`src/rtl/red_pitaya_xadc_drp_arb.sv`:
```
// -----------------------------------------------------------------------------
// red_pitaya_xadc_drp_arb
//
// Shares the XADC DRP port between two requesters: sequencer readout kicked by
// end-of-conversion, and software register access. One DRP transaction runs at
// a time. A missing DRDY is caught by a timeout, so the port can never lock up.
// This block sits between the XADC primitive and the AMS register bank.
//
// Ports
//   clk_i, rst_i     DRP clock and synchronous active-high reset
//   eoc_i, chan_i    XADC end-of-conversion pulse and the channel it reports
//   sw_*_i           software request (level held until sw_ack_o), we/addr/wdata
//   sw_ack_o/err_o   one-cycle completion pulse and its timeout flag
//   sw_rdata_o       read data of the last SW access (0 for writes/timeouts)
//   meas_*_o         one-cycle new-measurement pulse with its address and DO[15:4]
//   eoc_ovr_o        pulse: an EOC that was still pending got overwritten
//   tmo_o            pulse: any transaction timed out
//   drp_*            DRP master interface towards the XADC
// -----------------------------------------------------------------------------
module red_pitaya_xadc_drp_arb #(
    parameter int unsigned TMO_CYC = 63  // WAIT cycles without DRDY before abort (1..255)
) (
    input  logic        clk_i,
    input  logic        rst_i,
    input  logic        eoc_i,
    input  logic [4:0]  chan_i,
    input  logic        sw_req_i,
    input  logic        sw_we_i,
    input  logic [6:0]  sw_addr_i,
    input  logic [15:0] sw_wdata_i,
    output logic        sw_ack_o,
    output logic        sw_err_o,
    output logic [15:0] sw_rdata_o,
    output logic        meas_vld_o,
    output logic [6:0]  meas_addr_o,
    output logic [11:0] meas_data_o,
    output logic        eoc_ovr_o,
    output logic        tmo_o,
    output logic        drp_den_o,
    output logic        drp_dwe_o,
    output logic [6:0]  drp_daddr_o,
    output logic [15:0] drp_di_o,
    input  logic [15:0] drp_do_i,
    input  logic        drp_drdy_i
);

    localparam logic [7:0] TMO_LIM = 8'(TMO_CYC);

    typedef enum logic [1:0] {
        ST_IDLE,
        ST_ISSUE,
        ST_WAIT,
        ST_DONE
    } state_t;

    typedef enum logic {
        REQ_SW  = 1'b0,
        REQ_EOC = 1'b1
    } req_t;

    state_t      state_q;
    req_t        last_q;       // requester granted most recently (fairness)
    req_t        owner_q;      // requester of the transaction in flight
    logic        eoc_pend_q;
    logic [6:0]  eoc_addr_q;
    logic [7:0]  cnt_q;

    logic        den_q;
    logic        dwe_q;
    logic [6:0]  daddr_q;
    logic [15:0] di_q;
    logic        sw_ack_q;
    logic        sw_err_q;
    logic [15:0] sw_rdata_q;
    logic        meas_vld_q;
    logic [6:0]  meas_addr_q;
    logic [11:0] meas_data_q;
    logic        eoc_ovr_q;
    logic        tmo_q;

    logic        eoc_req_d;
    logic [6:0]  eoc_addr_d;
    logic        grant_eoc_d;
    logic        grant_sw_d;
    logic [7:0]  cnt_d;

    // An EOC arriving in the same cycle counts as a request immediately, so a
    // simultaneous EOC/SW pair is arbitrated fairly instead of SW always winning.
    always_comb begin
        // NOTE: every combinational output gets a default first; a path that
        // leaves one unassigned would infer a latch.
        eoc_req_d   = eoc_pend_q | eoc_i;
        eoc_addr_d  = eoc_pend_q ? eoc_addr_q : {2'b00, chan_i};
        grant_eoc_d = 1'b0;
        grant_sw_d  = 1'b0;
        cnt_d       = cnt_q + 8'd1;
        if (state_q == ST_IDLE) begin
            if (eoc_req_d && (!sw_req_i || last_q == REQ_SW)) begin
                grant_eoc_d = 1'b1;
            end else if (sw_req_i) begin
                grant_sw_d = 1'b1;
            end
        end
    end

    // NOTE: all state here is updated with non-blocking assignments so every
    // register samples the pre-edge values regardless of statement order.
    always_ff @(posedge clk_i) begin
        if (rst_i) begin
            state_q     <= ST_IDLE;
            last_q      <= REQ_SW;
            owner_q     <= REQ_SW;
            eoc_pend_q  <= 1'b0;
            eoc_addr_q  <= '0;
            cnt_q       <= '0;
            den_q       <= 1'b0;
            dwe_q       <= 1'b0;
            daddr_q     <= '0;
            di_q        <= '0;
            sw_ack_q    <= 1'b0;
            sw_err_q    <= 1'b0;
            sw_rdata_q  <= '0;
            meas_vld_q  <= 1'b0;
            meas_addr_q <= '0;
            meas_data_q <= '0;
            eoc_ovr_q   <= 1'b0;
            tmo_q       <= 1'b0;
        end else begin
            sw_ack_q   <= 1'b0;
            sw_err_q   <= 1'b0;
            meas_vld_q <= 1'b0;
            tmo_q      <= 1'b0;

            // Pending EOC slot. A new EOC replaces a pending one unless that
            // pending one is being granted right now. An EOC granted directly
            // in its own arrival cycle never occupies the slot.
            eoc_ovr_q <= eoc_i && eoc_pend_q && !grant_eoc_d;
            if (eoc_i) begin
                eoc_pend_q <= !(grant_eoc_d && !eoc_pend_q);
                eoc_addr_q <= {2'b00, chan_i};
            end else if (grant_eoc_d) begin
                eoc_pend_q <= 1'b0;
            end

            case (state_q)
                ST_IDLE: begin
                    if (grant_eoc_d) begin
                        owner_q <= REQ_EOC;
                        last_q  <= REQ_EOC;
                        den_q   <= 1'b1;
                        dwe_q   <= 1'b0;
                        daddr_q <= eoc_addr_d;
                        di_q    <= '0;
                        state_q <= ST_ISSUE;
                    end else if (grant_sw_d) begin
                        owner_q <= REQ_SW;
                        last_q  <= REQ_SW;
                        den_q   <= 1'b1;
                        dwe_q   <= sw_we_i;
                        daddr_q <= sw_addr_i;
                        di_q    <= sw_wdata_i;
                        state_q <= ST_ISSUE;
                    end
                end

                ST_ISSUE: begin
                    den_q   <= 1'b0;
                    cnt_q   <= '0;
                    state_q <= ST_WAIT;
                end

                ST_WAIT: begin
                    // Timeout fires when this cycle would be the TMO_CYC-th WAIT
                    // cycle without DRDY; DRDY in that same cycle still succeeds.
                    if (drp_drdy_i || cnt_d == TMO_LIM) begin
                        state_q <= ST_DONE;
                        cnt_q   <= '0;
                        dwe_q   <= 1'b0;
                        daddr_q <= '0;
                        di_q    <= '0;
                        if (drp_drdy_i) begin
                            if (owner_q == REQ_SW) begin
                                sw_ack_q   <= 1'b1;
                                sw_rdata_q <= dwe_q ? 16'h0000 : drp_do_i;
                            end else begin
                                meas_vld_q  <= 1'b1;
                                meas_addr_q <= daddr_q;
                                meas_data_q <= drp_do_i[15:4];
                            end
                        end else begin
                            tmo_q <= 1'b1;
                            if (owner_q == REQ_SW) begin
                                sw_ack_q   <= 1'b1;
                                sw_err_q   <= 1'b1;
                                sw_rdata_q <= 16'h0000;
                            end
                        end
                    end else begin
                        cnt_q <= cnt_d;
                    end
                end

                ST_DONE: begin
                    // Single cycle for the result pulses; the SW requester
                    // drops its request here, so it cannot be re-granted.
                    state_q <= ST_IDLE;
                end

                default: state_q <= ST_IDLE;
            endcase
        end
    end

    assign sw_ack_o    = sw_ack_q;
    assign sw_err_o    = sw_err_q;
    assign sw_rdata_o  = sw_rdata_q;
    assign meas_vld_o  = meas_vld_q;
    assign meas_addr_o = meas_addr_q;
    assign meas_data_o = meas_data_q;
    assign eoc_ovr_o   = eoc_ovr_q;
    assign tmo_o       = tmo_q;
    assign drp_den_o   = den_q;
    assign drp_dwe_o   = dwe_q;
    assign drp_daddr_o = daddr_q;
    assign drp_di_o    = di_q;

endmodule
```
`config.mk`:
```
export PLATFORM = sky130hd
export DESIGN_NAME = red_pitaya_xadc_drp_arb
export DESIGN_NICKNAME = d
export VERILOG_FILES = /design/src/rtl/red_pitaya_xadc_drp_arb.sv
export SDC_FILE = /design/constraint.sdc
export NUM_CORES = 1
export LEC_CHECK = 0
export BUFFER_PORTS_ARGS = -buffer_cell sky130_fd_sc_hd__buf_4
export CAP_MARGIN = 5
export CORE_MARGIN = 3
export CORE_UTILIZATION = 51
export CTS_BUF_LIST = sky130_fd_sc_hd__clkbuf_4
export DETAILED_ROUTE_END_ITERATION = 8
export GPL_TIMING_DRIVEN = 0
export PLACE_DENSITY = 0.91
export SYNTH_ARGS = -nofsm -noshare
export SYNTH_HDL_FRONTEND = slang
export SYNTH_SLANG_ARGS = --single-unit
```
`constraint.sdc`:
```
create_clock -name clk_i -period 2.82 [get_ports clk_i]
set_input_delay 0.282 -clock clk_i [delete_from_list [all_inputs] [get_ports clk_i]]
set_output_delay 0.282 -clock clk_i [all_outputs]
set_load 0.05 [all_outputs]
```
## After elaboration in Yosys (flattened, before gate mapping)

Cells that the tools add are included.

- $add $sub $neg: 1
- $mul: 0
- Div/mod/pow operators: 0
- Order comparisons: 0
- Equality and inequality tests: 6
- Shift-type cells: 0
- Mux-type cells: 38
- Bitwise gates (word level): 5
- Reductions and logical operators: 25

Operator list:

| cell | number |
|---|---|
| two-way mux 16 bit | 7 |
| case mux 16 bit (2 select lines) | 1 |
| two-way mux 7 bit | 3 |
| two-way mux 1 bit | 17 |
| case mux 8 bit (2 select lines) | 1 |
| case mux 7 bit (2 select lines) | 1 |
| nonzero test 2 bit | 5 |
| adder 8 x 1 -> 8 bit (second input constant) | 1 |
| == test 8 x 6 -> 1 bit (second input constant) | 1 |
| two-way mux 8 bit | 1 |
| case mux 2 bit (4 select lines) | 1 |
| OR reduction 4 bit | 2 |
| two-way mux 2 bit | 3 |
| AND reduction 2 bit | 3 |
| AND reduction 3 bit | 2 |
| two-way mux 5 bit | 1 |
| == test 2 bit (second input constant) | 2 |
| logical AND 1 bit | 4 |
| logical NOT 1 bit | 4 |
| inverter 1 bit | 4 |
| case mux 1 bit (2 select lines) | 2 |
| AND reduction 4 bit | 1 |
| != test 3 bit (second input constant) | 1 |
| OR reduction 3 bit | 1 |
| other kinds (5) | 6 |

- Register bits: 82
- Bits in latches: 0
- RAM bits: 0
- Bits in read-only memories: 0
- Bits of input ports: 50
- Output and inout port bits: 65
- Word-level logic and storage cells: 92
- Memories: 0

## Logic depth before layout (Yosys ltp)

- Word-level depth: 8
- Gate-level depth with buffers: 8
- Mapped depth without buffers: 7

## Worst setup path before layout

Ideal clock, no wire load.

- Kind: flip-flop to flip-flop
- Start: register cnt_q[0]
- End: register daddr_q[6], in the netlist drp_daddr_o[6]
- Arrival: 2.296 ns
- Data required time: 2.703 ns
- Slack: 0.407 ns
- Cell stages (with the launch flop): 9
- Path buffers: 1
- Cell sequence: dfxtp_1 > ha_1 > and2b_1 > nand3_1 > mux2_4 > o41ai_4 > a31oi_4 > buf_6 > a22o_1

- Word-level cells in the longest chain between the ends: 5

Ends and longest elaborated chain:

| item | RTL line | RTL |
|---|---|---|
| start: declaration | 66 | `logic [7:0] cnt_q;` |
| start signal: assignment | 199 | `cnt_q <= cnt_d;` |
| adder 8 x 1 -> 8 bit | 96 | `cnt_d = cnt_q + 8'd1;` |
| == test 8 x 6 -> 1 bit | 175 | `if (drp_drdy_i \|\| cnt_d == TMO_LIM) begin` |
| logical OR 1 bit | 175 |  |
| != test 2 bit (no line) | - |  |
| AND reduction 3 bit (no line) | - |  |
| end signal: assignment | 152 | `daddr_q <= eoc_addr_d;` |
| end signal: assignment | 160 | `daddr_q <= sw_addr_i;` |
| end: declaration | 70 | `logic [6:0] daddr_q;` |

No other way between the ends.
A chain may end at the register's enable or synchronous reset.

## Worst setup path after layout

- Start: register cnt_q[0]
- End: register di_q[10], in the netlist drp_di_o[10]

- Word-level cells in the longest chain between the ends: 5

Ends and longest elaborated chain:

| item | RTL line | RTL |
|---|---|---|
| adder 8 x 1 -> 8 bit | 96 |  |
| == test 8 x 6 -> 1 bit | 175 |  |
| logical OR 1 bit | 175 |  |
| != test 2 bit (no line) | - |  |
| AND reduction 3 bit (no line) | - |  |
| end signal: assignment | 161 | `di_q <= sw_wdata_i;` |
| end: declaration | 71 | `logic [15:0] di_q;` |

No other way between the ends.

==> results by stage <==
Floorplan:
- During I/O placement, the number of pins put on the boundary was 115.
- The die covers slightly above 7000 um2.
- The die boundary width is 84.7 um.
- The die is 84.7 um tall.
- The number of standard-cell rows in the floorplan is 28.
- The floorplan step defined a core boundary enclosing 5960 um2.
- The starting density of the core is 0.530.

Worst setup path:
- The reg-to-reg startpoint is cnt_q[0].
- At the worst endpoint, the required time is approximately 3.1 ns.
- The worst setup path is captured at a flip-flop.
- Data on the critical path arrives at its endpoint at roughly 2.9 ns.
- In this run the worst setup path begins at cnt_q[0].
- The kind of start point of the critical path is a flip-flop.
- Along the worst path, the maximum fanout reaches 10.
- The critical path class is flip-flop to flip-flop.

Clock tree:
- The count of hold-fix buffers inserted at cts is 0.
- Clock tree synthesis found a total of 82 sinks.
- The clock passes through at most 2 buffers.
- The clock buffer count from CTS is 9.
- TritonCTS built the clock tree.
- The clock-pin slew of the registers on the worst-case setup and hold paths is approximately 0.13 ns.
- The later pin in the worst-skew pair is clocked with a latency of ~0.42 ns.
- The H-tree level count is 3.
- The tree is rooted in a sky130_fd_sc_hd__clkbuf_4.

Synthesis:
- The area of the mapped netlist is around 3200 um2.
- The share of synthesized area in the top cell type comes to 0.520.
- Counting flops with a built-in enable in the synthesized netlist gives 0.
- Of all flip-flops after synthesis, the portion carrying an async set or reset was 0.
- The post-synth net total is 379.
- The synthesized area per cell is 9.75 um2.
- The flop and latch count out of synthesis is 82.
- The number of warning messages in the yosys log is 0.
- Synthesis produced a netlist whose cell count is 324.
- The netlist uses 40 different library cells.
- Among all flip-flop cells after synthesis, the most frequent one is sky130_fd_sc_hd__dfxtp_1.
- In the post-synthesis netlist, the biggest area contributors are sky130_fd_sc_hd__dfxtp_1, sky130_fd_sc_hd__a22o_1, sky130_fd_sc_hd__nand2_1.
- sky130_fd_sc_hd__dfxtp_1 takes more of the synthesized area than any other cell.
- The dominant cell by count in the synthesized netlist is sky130_fd_sc_hd__dfxtp_1.
- The post-synthesis sequential area ratio is 0.520.
- Counting instances in the post-synthesis netlist gives the leading cell types as sky130_fd_sc_hd__dfxtp_1, sky130_fd_sc_hd__nand2_1, sky130_fd_sc_hd__a22o_1.

Global route:
- The first global-routing pass estimated between 10 and 15 mm of wire.
- Entering global routing, the biggest net connects 15 pins.
- The global route total overflow is 0.
- The via count of the first global-routing pass is about 2800.
- Across every metal layer, demand over resource in global routing totals 0.220.
- The initial antenna violation count came to 0.

Power:
- The areal power density over the cells is 821 nW/um2.
- For this design the static power due to leakage is between 1.5 and 2 nW.
- The highest ir drop seen on vdd is between 0.0006 and 0.0007 V.

Finish:
- The post-route cell area is 4290 um2.
- The area growth from synthesis to final layout is 35.7%.
- The number of nets in the layout is 504.
- In the final layout, the share of cells above drive strength 1 is 0.328.
- The antenna diode instance count is 0.

Place:
- After detailed placement, the total cell area comes to 4100 um2.
- During placement, the flow inserted port buffers numbering 113.
- The minimum setup slack after placement is 0.0428 ns.
- At the end of routability-driven placement, the weighted congestion stood at 0.775.
- The detailed-placement wirelength estimate is about 6.0 mm.

Routing:
- The detailed-route vias per instance is 5.41.
- The count of vias placed by the detailed router is 2862.
- The DRC violation total after the first TritonRoute iteration is 156.
- The post-detailed-route DRC marker count is 0.
- The overall routed net length is around 8 mm.
- In the final routed layout, each cell accounts on average for approximately 15 um.
- The number of nets with antenna violations after routing is 0.
- The first detailed-routing pass ran for 4 iterations.

Worst hold path:
- The min-delay analysis places its worst path in the category input port to flip-flop.
- The worst hold path begins at sw_wdata_i[13].

Status:
- The run finished with clean final reports.

STA:
- The number of hold violations in the final report is 0.
- The number of pins with negative max-slew slack in the final report is 0.
- The routed design could run at a clock period as short as 2.59 ns.
- The number of setup violations in the final report is 0.
- After layout, the worst setup slack is 0.225 ns.
- The setup TNS is 0 ns.
- In this run the tightest slew margin relative to its limit is 0.557.
- For the final database, setup skew stands at 0.0191 ns.
- Setup repair after global routing left no endpoint under its margin.
- The post-route fraction of the period consumed by the critical path is 0.920.
- The slew at the pin closest to its max-slew limit is 0.663 ns.
- Static timing analysis puts the maximum clock frequency at 0.385 GHz.

Run:
- The count of maximum capacitance violations is 0.
## flip-flops by register name, indices dropped and copies added (netlist names)
signal and cells:
eoc_addr_q 5, drp_den_o 1, drp_daddr_o 7, sw_err_o 1, meas_addr_o 7, owner_q 1
cnt_q 8, meas_vld_o 1, eoc_ovr_o 1, eoc_pend_q 1, sw_rdata_o 16, tmo_o 1
drp_dwe_o 1, sw_ack_o 1, meas_data_o 12, state_q 2, drp_di_o 16
## worst max-delay path: stages, from the launching register on
cell and delay, ns:
sky130_fd_sc_hd__dfxtp_1 0.38, sky130_fd_sc_hd__ha_1 0.26, sky130_fd_sc_hd__and2b_1 0.24, sky130_fd_sc_hd__nand3_1 0.08
sky130_fd_sc_hd__mux2_4 0.31, sky130_fd_sc_hd__o41ai_4 0.57, sky130_fd_sc_hd__a31oi_4 0.23, sky130_fd_sc_hd__buf_6 0.19
sky130_fd_sc_hd__a22o_1 0.22
## path summary, 6_finish.rpt
kind | endpoint | slack [ns] | depth (start not counted)
max | drp_di_o[10] | 0.23 | 8
min | drp_di_o[13] | 0.07 | 2
min reg2reg | meas_addr_o[3] | 0.47 | 2
max reg2reg | drp_di_o[10] | 0.23 | 8
## per-stage QoR
step | utilization | hold slack [ns] | power, W | std cells
2_1_floorplan | - | 0.359 | 0.00237 | 324
3_3_place_gp | 0.689 | 0.443 | 0.00274 | 512
3_5_place_dp | 0.689 | 0.448 | 0.00277 | 512
4_1_cts | 0.716 | 0.0501 | 0.00353 | 528
5_1_grt | 0.720 | 0.0510 | 0.00369 | 529
6_report | 0.720 | 0.0661 | 0.00352 | 529
## layer usage
layer | up-vias | track usage | wire length [um]
met5 | - | 0 | 0
met4 | 0 | 0.0892 | 160
met3 | 14 | 0.0667 | 605
met2 | 98 | 0.373 | 3820
met1 | 1332 | 0.260 | 3350
li1 | 1418 | - | -
## layout by cell type, fill, tap and decap left out, types with 3 or more instances in the layout
cell type                   instances
sky130_fd_sc_hd__nand2b_1           3
sky130_fd_sc_hd__nand3_1            7
sky130_fd_sc_hd__mux2i_1           12
sky130_fd_sc_hd__a22o_1            35
sky130_fd_sc_hd__nor3b_1            3
sky130_fd_sc_hd__nand2_1           61
sky130_fd_sc_hd__clkbuf_1          10
sky130_fd_sc_hd__a22o_2             4
sky130_fd_sc_hd__buf_4            114
sky130_fd_sc_hd__clkbuf_4          10
sky130_fd_sc_hd__dfxtp_1           82
sky130_fd_sc_hd__buf_1              4
sky130_fd_sc_hd__o31ai_1            4
sky130_fd_sc_hd__nor3_1             5
sky130_fd_sc_hd__a21oi_1           23
sky130_fd_sc_hd__o2bb2ai_1          5
sky130_fd_sc_hd__and3_1             3
sky130_fd_sc_hd__o21ai_0            8
sky130_fd_sc_hd__nor2_1            15
sky130_fd_sc_hd__inv_1              6
sky130_fd_sc_hd__ha_1               5
## cell families after synthesis
logic type,share of synthesized area
compound gates,0.223
xor+xnor,0.00277
fa+ha+maj,0.0198
buf+inv,0.0325
flops,0.520
mux,0.0428
simple gates,0.160
## layout make-up
| type | count | area [um2] |
|---|---|---|
| inverters | 6 | 22.5 |
| clock inverters | 6 | 90.1 |
| well taps | 75 | 93.8 |
| multi-input cells | 219 | 1430 |
| flip-flops and latches | 82 | 1640 |
| repair buffers | 114 | 856 |
| fillers | 455 | 1670 |
| clock buffers | 10 | 75.1 |
| plain buffers | 17 | 80.1 |
## power breakdown
part / leakage (nW) / total (W) / switching [W] / internal, W
registers: 0.665 / 0.00141 / 0.000103 / 0.00131
clock network: 0.0870 / 0.000767 / 0.000395 / 0.000373
logic: 1.10 / 0.00134 / 0.000880 / 0.000461
total: 1.85 / 0.00352 / 0.00138 / 0.00214
## what timing repair did
action                                  CTS  global route
setup buffers                             0             1
endpoints found under the setup margin    0            26
endpoints found under the hold margin     0             0
resized for setup                         0             2
No activity file was read; power rests on OpenSTA's default activity.
